==> config.mk <==
export PLATFORM = sky130hd
export DESIGN_NAME = sa_autosa_csc_multi_reg
export DESIGN_NICKNAME = d
export VERILOG_FILES = /design/src/rtl/sa_autosa_csc_multi_reg_pkg.sv /design/src/rtl/sa_autosa_csc_group_ring.sv /design/src/rtl/sa_autosa_csc_multi_reg.sv
export SDC_FILE = /design/constraint.sdc
export NUM_CORES = 1
export LEC_CHECK = 0
export BUFFER_PORTS_ARGS = -buffer_cell sky130_fd_sc_hd__buf_4
export CAP_MARGIN = 30
export CORE_MARGIN = 5
export CORE_UTILIZATION = 34
export DETAILED_ROUTE_END_ITERATION = 12
export PLACE_DENSITY = 0.95
export SETUP_SLACK_MARGIN = 0.5
export SYNTH_ARGS = -nofsm -noshare
export SYNTH_HDL_FRONTEND = slang
export SYNTH_SLANG_ARGS = --single-unit
export TNS_END_PERCENT = 100
==> constraint.sdc <==
create_clock -name autosa_core_clk -period 1.85 [get_ports autosa_core_clk]
set_input_delay 0 -clock autosa_core_clk [delete_from_list [all_inputs] [get_ports autosa_core_clk]]
set_output_delay 0 -clock autosa_core_clk [all_outputs]
set_load 0.02 [all_outputs]
==> src/rtl/sa_autosa_csc_multi_reg_pkg.sv <==
// Shared definitions for the multi-group control/status register block.
// Holds the register offsets, the INTR_STATUS bit positions, the POINTER
// field layout and the decoded register-select enum.
package sa_autosa_csc_multi_reg_pkg;

  // Register byte offsets
  localparam logic [11:0] OFF_STATUS      = 12'h000;
  localparam logic [11:0] OFF_POINTER     = 12'h004;
  localparam logic [11:0] OFF_OP_ENABLE   = 12'h008;
  localparam logic [11:0] OFF_INTR_STATUS = 12'h00C;
  // Status words for groups 2 and up live at 0x100 + 4*(g/2)
  localparam logic [3:0]  OFF_STATUS_HI_PAGE = 4'h1;

  // INTR_STATUS bit positions
  localparam int INTR_DONE_BIT = 0;
  localparam int INTR_ERR_BIT  = 1;

  // POINTER field layout
  localparam int PTR_PROD_LSB = 0;
  localparam int PTR_CONS_LSB = 16;
  localparam int PTR_FIELD_W  = 16;

  typedef enum logic [2:0] {
    SEL_NONE      = 3'd0,
    SEL_STATUS    = 3'd1,
    SEL_POINTER   = 3'd2,
    SEL_OP_ENABLE = 3'd3,
    SEL_INTR      = 3'd4
  } reg_sel_e;

  // Assemble the POINTER read word from zero-extended fields
  function automatic logic [31:0] pack_pointer(input logic [PTR_FIELD_W-1:0] cons,
                                               input logic [PTR_FIELD_W-1:0] prod);
    logic [31:0] word;
    word = 32'h0000_0000;
    word[PTR_CONS_LSB +: PTR_FIELD_W] = cons;
    word[PTR_PROD_LSB +: PTR_FIELD_W] = prod;
    return word;
  endfunction

endpackage

==> src/rtl/sa_autosa_csc_group_ring.sv <==
// Per-group busy tracking and the hardware consumer ring.
// Ports:
//   autosa_core_clk / autosa_core_rstn : clock, async active-low reset
//   producer  : group targeted by an enable request
//   en_req    : enable request for the producer group (one cycle)
//   op_done   : completion pulse for the consumer group
//   op_en     : per-group busy level (registered)
//   consumer  : active group, advances on every accepted completion
//   done_set  : completion accepted this cycle
//   err_set   : request or completion rejected this cycle
module sa_autosa_csc_group_ring
  import sa_autosa_csc_multi_reg_pkg::*;
#(
  parameter int NUM_GROUPS = 2,
  parameter int PTR_W      = $clog2(NUM_GROUPS)
) (
  input  logic                  autosa_core_clk,
  input  logic                  autosa_core_rstn,
  input  logic [PTR_W-1:0]      producer,
  input  logic                  en_req,
  input  logic                  op_done,
  output logic [NUM_GROUPS-1:0] op_en,
  output logic [PTR_W-1:0]      consumer,
  output logic                  done_set,
  output logic                  err_set
);

  localparam logic [NUM_GROUPS-1:0] ONE_HOT_LSB = {{(NUM_GROUPS-1){1'b0}}, 1'b1};

  logic [NUM_GROUPS-1:0] op_en_r;
  logic [NUM_GROUPS-1:0] op_en_nxt_s;
  logic [PTR_W-1:0]      consumer_r;
  logic [PTR_W-1:0]      consumer_nxt_s;
  logic                  done_ok_s;
  logic                  en_ok_s;

  // Accept/reject decisions and next busy/ring state.
  // A group whose completion is accepted this cycle is still busy in op_en_r,
  // so a same-cycle enable to it is rejected and the clear wins.
  always_comb begin
    done_ok_s      = op_done & op_en_r[consumer_r];
    en_ok_s        = en_req & ~op_en_r[producer];
    op_en_nxt_s    = (op_en_r & ~(done_ok_s ? (ONE_HOT_LSB << consumer_r) : {NUM_GROUPS{1'b0}}))
                   | (en_ok_s ? (ONE_HOT_LSB << producer) : {NUM_GROUPS{1'b0}});
    consumer_nxt_s = done_ok_s ? (consumer_r + 1'b1) : consumer_r;
    done_set       = done_ok_s;
    err_set        = (op_done & ~op_en_r[consumer_r]) | (en_req & op_en_r[producer]);
  end

  // Busy vector and consumer ring registers
  always_ff @(posedge autosa_core_clk or negedge autosa_core_rstn) begin
    if (!autosa_core_rstn) begin
      op_en_r    <= {NUM_GROUPS{1'b0}};
      consumer_r <= {PTR_W{1'b0}};
    end else begin
      op_en_r    <= op_en_nxt_s;
      consumer_r <= consumer_nxt_s;
    end
  end

  assign op_en    = op_en_r;
  assign consumer = consumer_r;

endmodule

==> src/rtl/sa_autosa_csc_multi_reg.sv <==
// Multi-group control/status register block: decode, read mux, producer
// pointer and sticky interrupt flags. Busy/ring tracking is in
// sa_autosa_csc_group_ring.
// Ports:
//   autosa_core_clk / autosa_core_rstn : clock, async active-low reset
//   reg_offset / reg_wr_data / reg_wr_en : register write bus
//   reg_rd_data : combinational read data for reg_offset
//   producer / consumer : software-selected and hardware-active group
//   op_en   : per-group busy level
//   op_done : completion pulse for the consumer group
//   status  : read-only per-group status fields
//   irq     : level interrupt, registered done | err
// Build option: AUTOSA_CSC_INVALID_WR_ERR_EN makes writes to STATUS or to
// unmapped offsets raise INTR_STATUS.err; otherwise they are dropped.
module sa_autosa_csc_multi_reg
  import sa_autosa_csc_multi_reg_pkg::*;
#(
  parameter int NUM_GROUPS = 2,
  parameter int STATUS_W   = 2,
  parameter int PTR_W      = $clog2(NUM_GROUPS)
) (
  input  logic                           autosa_core_clk,
  input  logic                           autosa_core_rstn,
  input  logic [11:0]                    reg_offset,
  input  logic [31:0]                    reg_wr_data,
  input  logic                           reg_wr_en,
  output logic [31:0]                    reg_rd_data,
  output logic [PTR_W-1:0]               producer,
  output logic [PTR_W-1:0]               consumer,
  output logic [NUM_GROUPS-1:0]          op_en,
  input  logic                           op_done,
  input  logic [NUM_GROUPS*STATUS_W-1:0] status,
  output logic                           irq
);

  localparam int NUM_WORDS = (NUM_GROUPS + 1) / 2;

  reg_sel_e         sel_s;
  logic [5:0]       word_idx_s;
  logic             hi_status_hit_s;
  logic [31:0]      status_word_s [NUM_WORDS];
  logic [31:0]      status_rd_s;
  logic [31:0]      intr_word_s;
  logic [31:0]      rd_data_s;
  logic [PTR_W-1:0] producer_r;
  logic [PTR_W-1:0] consumer_s;
  logic             done_r;
  logic             err_r;
  logic             irq_r;
  logic             ptr_wr_s;
  logic             en_req_s;
  logic             w1c_done_s;
  logic             w1c_err_s;
  logic             inv_err_s;
  logic             ring_done_set_s;
  logic             ring_err_set_s;
  logic             done_nxt_s;
  logic             err_nxt_s;
  logic             unused_wr_data_s;

  // Word 0 sits at 0x000; higher status words start on the 0x100 page
  assign hi_status_hit_s = (reg_offset[11:8] == OFF_STATUS_HI_PAGE)
                        && (reg_offset[1:0] == 2'b00)
                        && (reg_offset[7:2] != 6'd0)
                        && (32'(reg_offset[7:2]) < 32'(NUM_WORDS));

  // Offset decode
  always_comb begin
    sel_s      = SEL_NONE;
    word_idx_s = 6'd0;
    if (reg_offset == OFF_STATUS) begin
      sel_s = SEL_STATUS;
    end else if (reg_offset == OFF_POINTER) begin
      sel_s = SEL_POINTER;
    end else if (reg_offset == OFF_OP_ENABLE) begin
      sel_s = SEL_OP_ENABLE;
    end else if (reg_offset == OFF_INTR_STATUS) begin
      sel_s = SEL_INTR;
    end else if (hi_status_hit_s) begin
      sel_s      = SEL_STATUS;
      word_idx_s = reg_offset[7:2];
    end else begin
      sel_s = SEL_NONE;
    end
  end

  // Pack two groups per status word, low group in [15:0], unused bits zero
  always_comb begin
    for (int w = 0; w < NUM_WORDS; w++) begin
      status_word_s[w] = 32'h0000_0000;
    end
    for (int g = 0; g < NUM_GROUPS; g++) begin
      status_word_s[g/2][16*(g%2) +: STATUS_W] = status[g*STATUS_W +: STATUS_W];
    end
  end

  // Read data mux; unmapped offsets and write-only registers read zero
  always_comb begin
    status_rd_s = 32'h0000_0000;
    for (int w = 0; w < NUM_WORDS; w++) begin
      status_rd_s = status_rd_s | ((word_idx_s == 6'(w)) ? status_word_s[w] : 32'h0000_0000);
    end
    intr_word_s                = 32'h0000_0000;
    intr_word_s[INTR_DONE_BIT] = done_r;
    intr_word_s[INTR_ERR_BIT]  = err_r;
    rd_data_s                  = 32'h0000_0000;
    case (sel_s)
      SEL_STATUS:  rd_data_s = status_rd_s;
      SEL_POINTER: rd_data_s = pack_pointer(16'(consumer_s), 16'(producer_r));
      SEL_INTR:    rd_data_s = intr_word_s;
      default:     rd_data_s = 32'h0000_0000;
    endcase
  end

  assign ptr_wr_s   = reg_wr_en && (sel_s == SEL_POINTER);
  assign en_req_s   = reg_wr_en && (sel_s == SEL_OP_ENABLE) && reg_wr_data[0];
  assign w1c_done_s = reg_wr_en && (sel_s == SEL_INTR) && reg_wr_data[INTR_DONE_BIT];
  assign w1c_err_s  = reg_wr_en && (sel_s == SEL_INTR) && reg_wr_data[INTR_ERR_BIT];

`ifdef AUTOSA_CSC_INVALID_WR_ERR_EN
  assign inv_err_s = reg_wr_en && ((sel_s == SEL_STATUS) || (sel_s == SEL_NONE));
`else
  assign inv_err_s = 1'b0;
`endif

  // Only a few write-data bits carry meaning
  assign unused_wr_data_s = &{1'b0, reg_wr_data};

  sa_autosa_csc_group_ring #(
    .NUM_GROUPS (NUM_GROUPS),
    .PTR_W      (PTR_W)
  ) u_ring (
    .autosa_core_clk  (autosa_core_clk),
    .autosa_core_rstn (autosa_core_rstn),
    .producer         (producer_r),
    .en_req           (en_req_s),
    .op_done          (op_done),
    .op_en            (op_en),
    .consumer         (consumer_s),
    .done_set         (ring_done_set_s),
    .err_set          (ring_err_set_s)
  );

  // Hardware set is OR-ed after the W1C clear so a same-cycle set wins
  assign done_nxt_s = ring_done_set_s | (done_r & ~w1c_done_s);
  assign err_nxt_s  = ring_err_set_s | inv_err_s | (err_r & ~w1c_err_s);

  // Producer pointer, sticky interrupt flags and irq register
  always_ff @(posedge autosa_core_clk or negedge autosa_core_rstn) begin
    if (!autosa_core_rstn) begin
      producer_r <= {PTR_W{1'b0}};
      done_r     <= 1'b0;
      err_r      <= 1'b0;
      irq_r      <= 1'b0;
    end else begin
      if (ptr_wr_s) begin
        producer_r <= reg_wr_data[PTR_W-1:0];
      end else begin
        producer_r <= producer_r;
      end
      done_r <= done_nxt_s;
      err_r  <= err_nxt_s;
      irq_r  <= done_nxt_s | err_nxt_s;
    end
  end

  assign reg_rd_data = rd_data_s;
  assign producer    = producer_r;
  assign consumer    = consumer_s;
  assign irq         = irq_r;

endmodule

**Word level (Yosys, flattened, before mapping)**

Index checks and enable logic that the tools add are counted.

- Register bits: 7
- Latch bits: 0
- Bits in writable memories: 0
- Bits in read-only memories: 0
- Input bits: 52
- Output and inout bits: 37
- Logic and storage cells: 68
- Memories kept: 0

- Add/subtract/negate cells: 1
- Multiply operators: 0
- Divide/modulo/power cells: 0
- Magnitude comparators: 3
- Equality and inequality tests: 8
- Shifts and indexed selects: 2
- Multiplexer cells: 18
- Bitwise gates (word level): 17
- Reduce and logical (&&, ||, !) cells: 13

Operators with widths:

| operator | count |
|---|---|
| $pmux W18 S3 | 1 |
| $mux W6 | 5 |
| $eq A12 B4 Y1 const B | 2 |
| $mux W18 | 1 |
| $eq A12 B3 Y1 const B | 1 |
| $logic_not A12 Y1 | 1 |
| $mux W3 | 4 |
| $logic_and A1 B1 Y1 | 9 |
| $and A1 B1 Y1 | 6 |
| $eq A3 B2 Y1 const B | 2 |
| $logic_not A6 Y1 | 1 |
| $lt A6 B1 Y1 const B | 1 |
| $reduce_bool A6 Y1 | 1 |
| $mux W1 | 5 |
| $eq A4 B1 Y1 const B | 1 |
| $lt A1 B2 Y1 const B | 2 |
| $mux W2 | 2 |
| $not A1 Y1 | 4 |
| $or A1 B1 Y1 | 4 |
| $shl A1 B1 Y2 const A | 2 |
| $eq A3 B1 Y1 const B | 1 |
| $eq A3 B3 Y1 const B | 1 |
| $and A2 B2 Y2 | 1 |
| $logic_not A2 Y1 | 1 |
| other kinds (3) | 3 |

**Depth between registers and ports, before layout**

- Word-level depth: 16
- Gate-level depth with buffers: 5
- Mapped depth without buffers: 4

**By module**

A second synthesis with hierarchy kept.

- Cells, all modules: 80
- Area total of the unflattened synthesis: 708.2 um^2

Modules (own cells, without submodules):

| module | times used | cells each | area an instance (um^2) | seq. area each (um^2) |
|---|---|---|---|---|
| sa_autosa_csc_multi_reg | 1 | 65 | 544.3 | 100.1 |
| sa_autosa_csc_group_ring | 1 | 15 | 163.9 | 75.1 |

**Worst setup path before layout**

Ideal clock, no wire load.

- Path kind: input -> output
- Start point: input port reg_offset[5]
- End point: output port reg_rd_data[17]
- Arrival time: 1256 ps
- Required time: 1850 ps
- Setup slack: 594 ps
- Stages: 3
- Buffers on the path: 0
- Path through: nor4_4 nand3_2 nor4b_1

- Longest elaborated chain between the ends: 11
- Elaborated cells between the ends (all ways): 24
- Classes of those cells: order compare (1); eq/ne (6); mux (12); reduce/logical (5)

Ends and longest elaborated chain:

| what | line | source |
|---|---|---|
| start, declared | sa_autosa_csc_multi_reg.sv:24 | `input logic [11:0] reg_offset,` |
| branches (longest 10 deep; another with $lt A6 B1 Y1) | -- |  |
| $pmux W18 S3 (*) | sa_autosa_csc_multi_reg.sv:107 | `case (sel_s)` |
| end, declared | sa_autosa_csc_multi_reg.sv:27 | `output logic [31:0] reg_rd_data,` |

Every way passes the cells marked *.

**Worst setup path in the final report**

- Start point: register producer_r, in the netlist producer
- End point: output port reg_rd_data[0]

- Longest elaborated chain between the ends: 1

Ends and longest elaborated chain:

| what | line | source |
|---|---|---|
| start, declared | sa_autosa_csc_multi_reg.sv:45 | `logic [PTR_W-1:0] producer_r;` |
| start signal, assigned | sa_autosa_csc_multi_reg.sv:151 | `producer_r <= {PTR_W{1'b0}};` |
| start signal, assigned | sa_autosa_csc_multi_reg.sv:157 | `producer_r <= reg_wr_data[PTR_W-1:0];` |
| start signal, assigned | sa_autosa_csc_multi_reg.sv:159 | `producer_r <= producer_r;` |
| $pmux W18 S3 | sa_autosa_csc_multi_reg.sv:107 |  |

Every way passes these cells.

==> impl_metrics.ini <==
[status]
status = finished with violations
violations = hold timing

[grt]
antenna_found_initial = 0
grt_pass1_wl_um = 2130
grt_overflow_total = 0
grt_max_degree = 11
grt_pass1_vias = 508
grt_util_all_layers = 0.0993

[critical_path]
cp_top_family = flip-flops
r2r-end = err_r$_DFF_PN0_
end_kind = primary output
crit_path_max_fanout = 5
critPathBufInv = 1
r2r-start = producer$_DFFE_PN0P_
worst_r2r_path_depth = 4
crit_chain = mux2i_1, nor2_1, a31oi_1, nor2_1, buf_4
critPathRequiredTime_ps = 1850
reg2reg_slack_ps = 710
slowest_delay_ps = 430
slowest_stage = dfrtp_2
start_kind = register
crit_type = reg -> out
cp.arrival_ps = 1230
cpMostUsedCell = nor2_1

[logic_synthesis]
ys_ff_latch = 7
syn_area_per_cell_um2 = 8.76
synth.distinct_cells = 29
yosysSeqAreaShare = 0.253
syn_inst = 79
synth_top_flop_cell = dfrtp_1
ys_async_sr_fraction = 1.00
synth_edf_count = 0
syn_area_um2 = 692
ys_warn_count = 0

[power_and_ir_drop]
vdd_ir_drop_max_mv = 0.203
clockPowerShare = 0.340
p_sw_frac = 0.331
p_seq_frac = 0.375
power_density_mw_per_mm2 = 463
leakage_nw = 0.435
p_int_mw = 0.275
combPwrFrac = 0.285
p_switching_mw = 0.136

[floorplan]
die-area_mm2 = 0.00304
ios = 89
coreArea_mm2 = 0.00194
rows = 16
initial_utilization = 0.356
die_h_um = 55.1
die_x_um = 55.1

[layout]
insertedDiodeCount = 0
nNetsFinal = 166
design_area_um2 = 887
mostFrequentLayoutCells = buf_4, conb_1, nand2_1
final_common_cell = buf_4
area_delta_synth_final_pct = 28.2
num-fill-cells = 200
post_route_cells_drive_above_1_share = 0.372

[drt]
vias = 585
via_per_inst = 4.18
wirelength_um = 1590
firstDrtPassIters = 2
ant_nets = 0
drc_errors = 0
wl_per_cell_um = 11.3
drtIter0Drc = 9

[clock_network]
htreeDepth = 1
root_buffer = clkbuf_4
clockBufferDepth = 2
tritoncts = built
cts_sinks = 7
clk_pin_slew_worst_paths_ps = 50
cts_made_buffers = 3
clock_latency_ps = 250

[worst_hold_path]
hold_class = in -> reg
min_path_cells = 2
hp-start = reg_wr_data[0]
holdPathEnd = producer$_DFFE_PN0P_

[sta]
hold_slack_ps = -1.71
finalCritPeriodShare = 0.664
tns_ps = 0
fmax_mhz = 814
grt_setup_unrepaired = false
fin_worst_skew_ps = 2.74
fin_crit_ps = 1230
drv_slew = 0
finalHoldViolCount = 1
setup_viol = 0

[flow_run]
maxCapViolCount = 0

[placement]
dpl_cell_area_um2 = 832
portBuffers = 30
gp_congestion = 0.700
power groups by stage:
| stage | clock network, mW | registers (mW) | logic, mW |
|---|---|---|---|
| 6_report | 0.140 | 0.154 | 0.117 |
| 5_1_grt | 0.155 | 0.154 | 0.127 |
| 4_1_cts | 0.144 | 0.154 | 0.116 |
| 3_5_place_dp | 0 | 0.157 | 0.112 |
| 3_3_place_gp | 0 | 0.157 | 0.110 |
| 2_1_floorplan | 0 | 0.157 | 0.113 |
worst register-to-register path: stages, from the launching register on:
cell	delay (ps)
dfrtp_2	400
mux2i_1	180
or2_2	120
a2bb2oi_1	190
o21ai_0	120
logic make-up (layout without fill, tap and decap cells):
group,Yosys count,in the layout,share of synthesized area
flip-flops,7,7,0.253
buffers and inverters,31,38,0.324
multiplexers,5,5,0.0759
AND/OR/NAND/NOR,25,25,0.246
other,1,28,0.00542
AO/OA/AOI/OAI,10,10,0.0958
worst max path at each step:
stage | startpoint | endpoint | slack (ps) | cells after the start
after detailed placement | reg_offset[9] | producer$_DFFE_PN0P_ | 540 | 5
after global placement | reg_offset[9] | producer$_DFFE_PN0P_ | 570 | 5
final | producer$_DFFE_PN0P_ | reg_rd_data[0] | 620 | 5
after floorplan | reg_offset[5] | reg_rd_data[17] | 590 | 3
after global routing | producer$_DFFE_PN0P_ | reg_rd_data[0] | 500 | 5
after CTS | producer$_DFFE_PN0P_ | reg_rd_data[0] | 560 | 5
sequential cells by signal, indices dropped and copies added (netlist names):
register,cells
done_r,1
err_r,1
irq,1
producer,1
u_ring.consumer,1
u_ring.op_en,2
stage by stage:
stage	instances	setup WS, ps	power, mW	utilization
after floorplan	106	594	0.270	-
after global placement	133	565	0.267	0.428
after detailed placement	133	539	0.269	0.428
after CTS	139	556	0.413	0.452
after global routing	140	501	0.436	0.457
final	140	621	0.411	0.457
layer usage:
| layer | track usage | up-vias | wire length, µm |
|---|---|---|---|
| met3 | 0.0295 | 2 | 283 |
| met5 | 0 | - | 0 |
| met2 | 0.161 | 41 | 722 |
| met4 | 0.0486 | 0 | 21 |
| met1 | 0.119 | 257 | 559 |
| li1 | - | 285 | - |
cell usage after synthesis, types with 2 or more instances:
library cell	instances	area (µm²)
buf_4	28	210
a21oi_1	2	10.0
nor2_1	4	15.0
nand3_1	2	10.0
o21ai_0	2	10.0
nand2_1	7	26.3
mux2i_1	3	30.0
nor4_4	2	42.5
a31oi_1	2	12.5
buf_2	2	10.0
dfrtp_1	7	175
cell type report:
class	instances	area [µm²]	area share
Inverter	1	3.75	0.00423
Timing Repair Buffer	33	253	0.285
Clock buffer	4	26.3	0.0296
Multi-Input combinational cell	68	394	0.444
Tap cell	27	33.8	0.0381
Sequential cell	7	176	0.199
timing repair:
action / in CTS / in global routing
hold buffers: 2 / 0
endpoints found under the setup margin: 0 / 2
setup buffers: 0 / 1
hold endpoints to repair: 10 / 0
gates resized for setup: 0 / 1
Note: power is estimated with default switching activity, not from simulation.
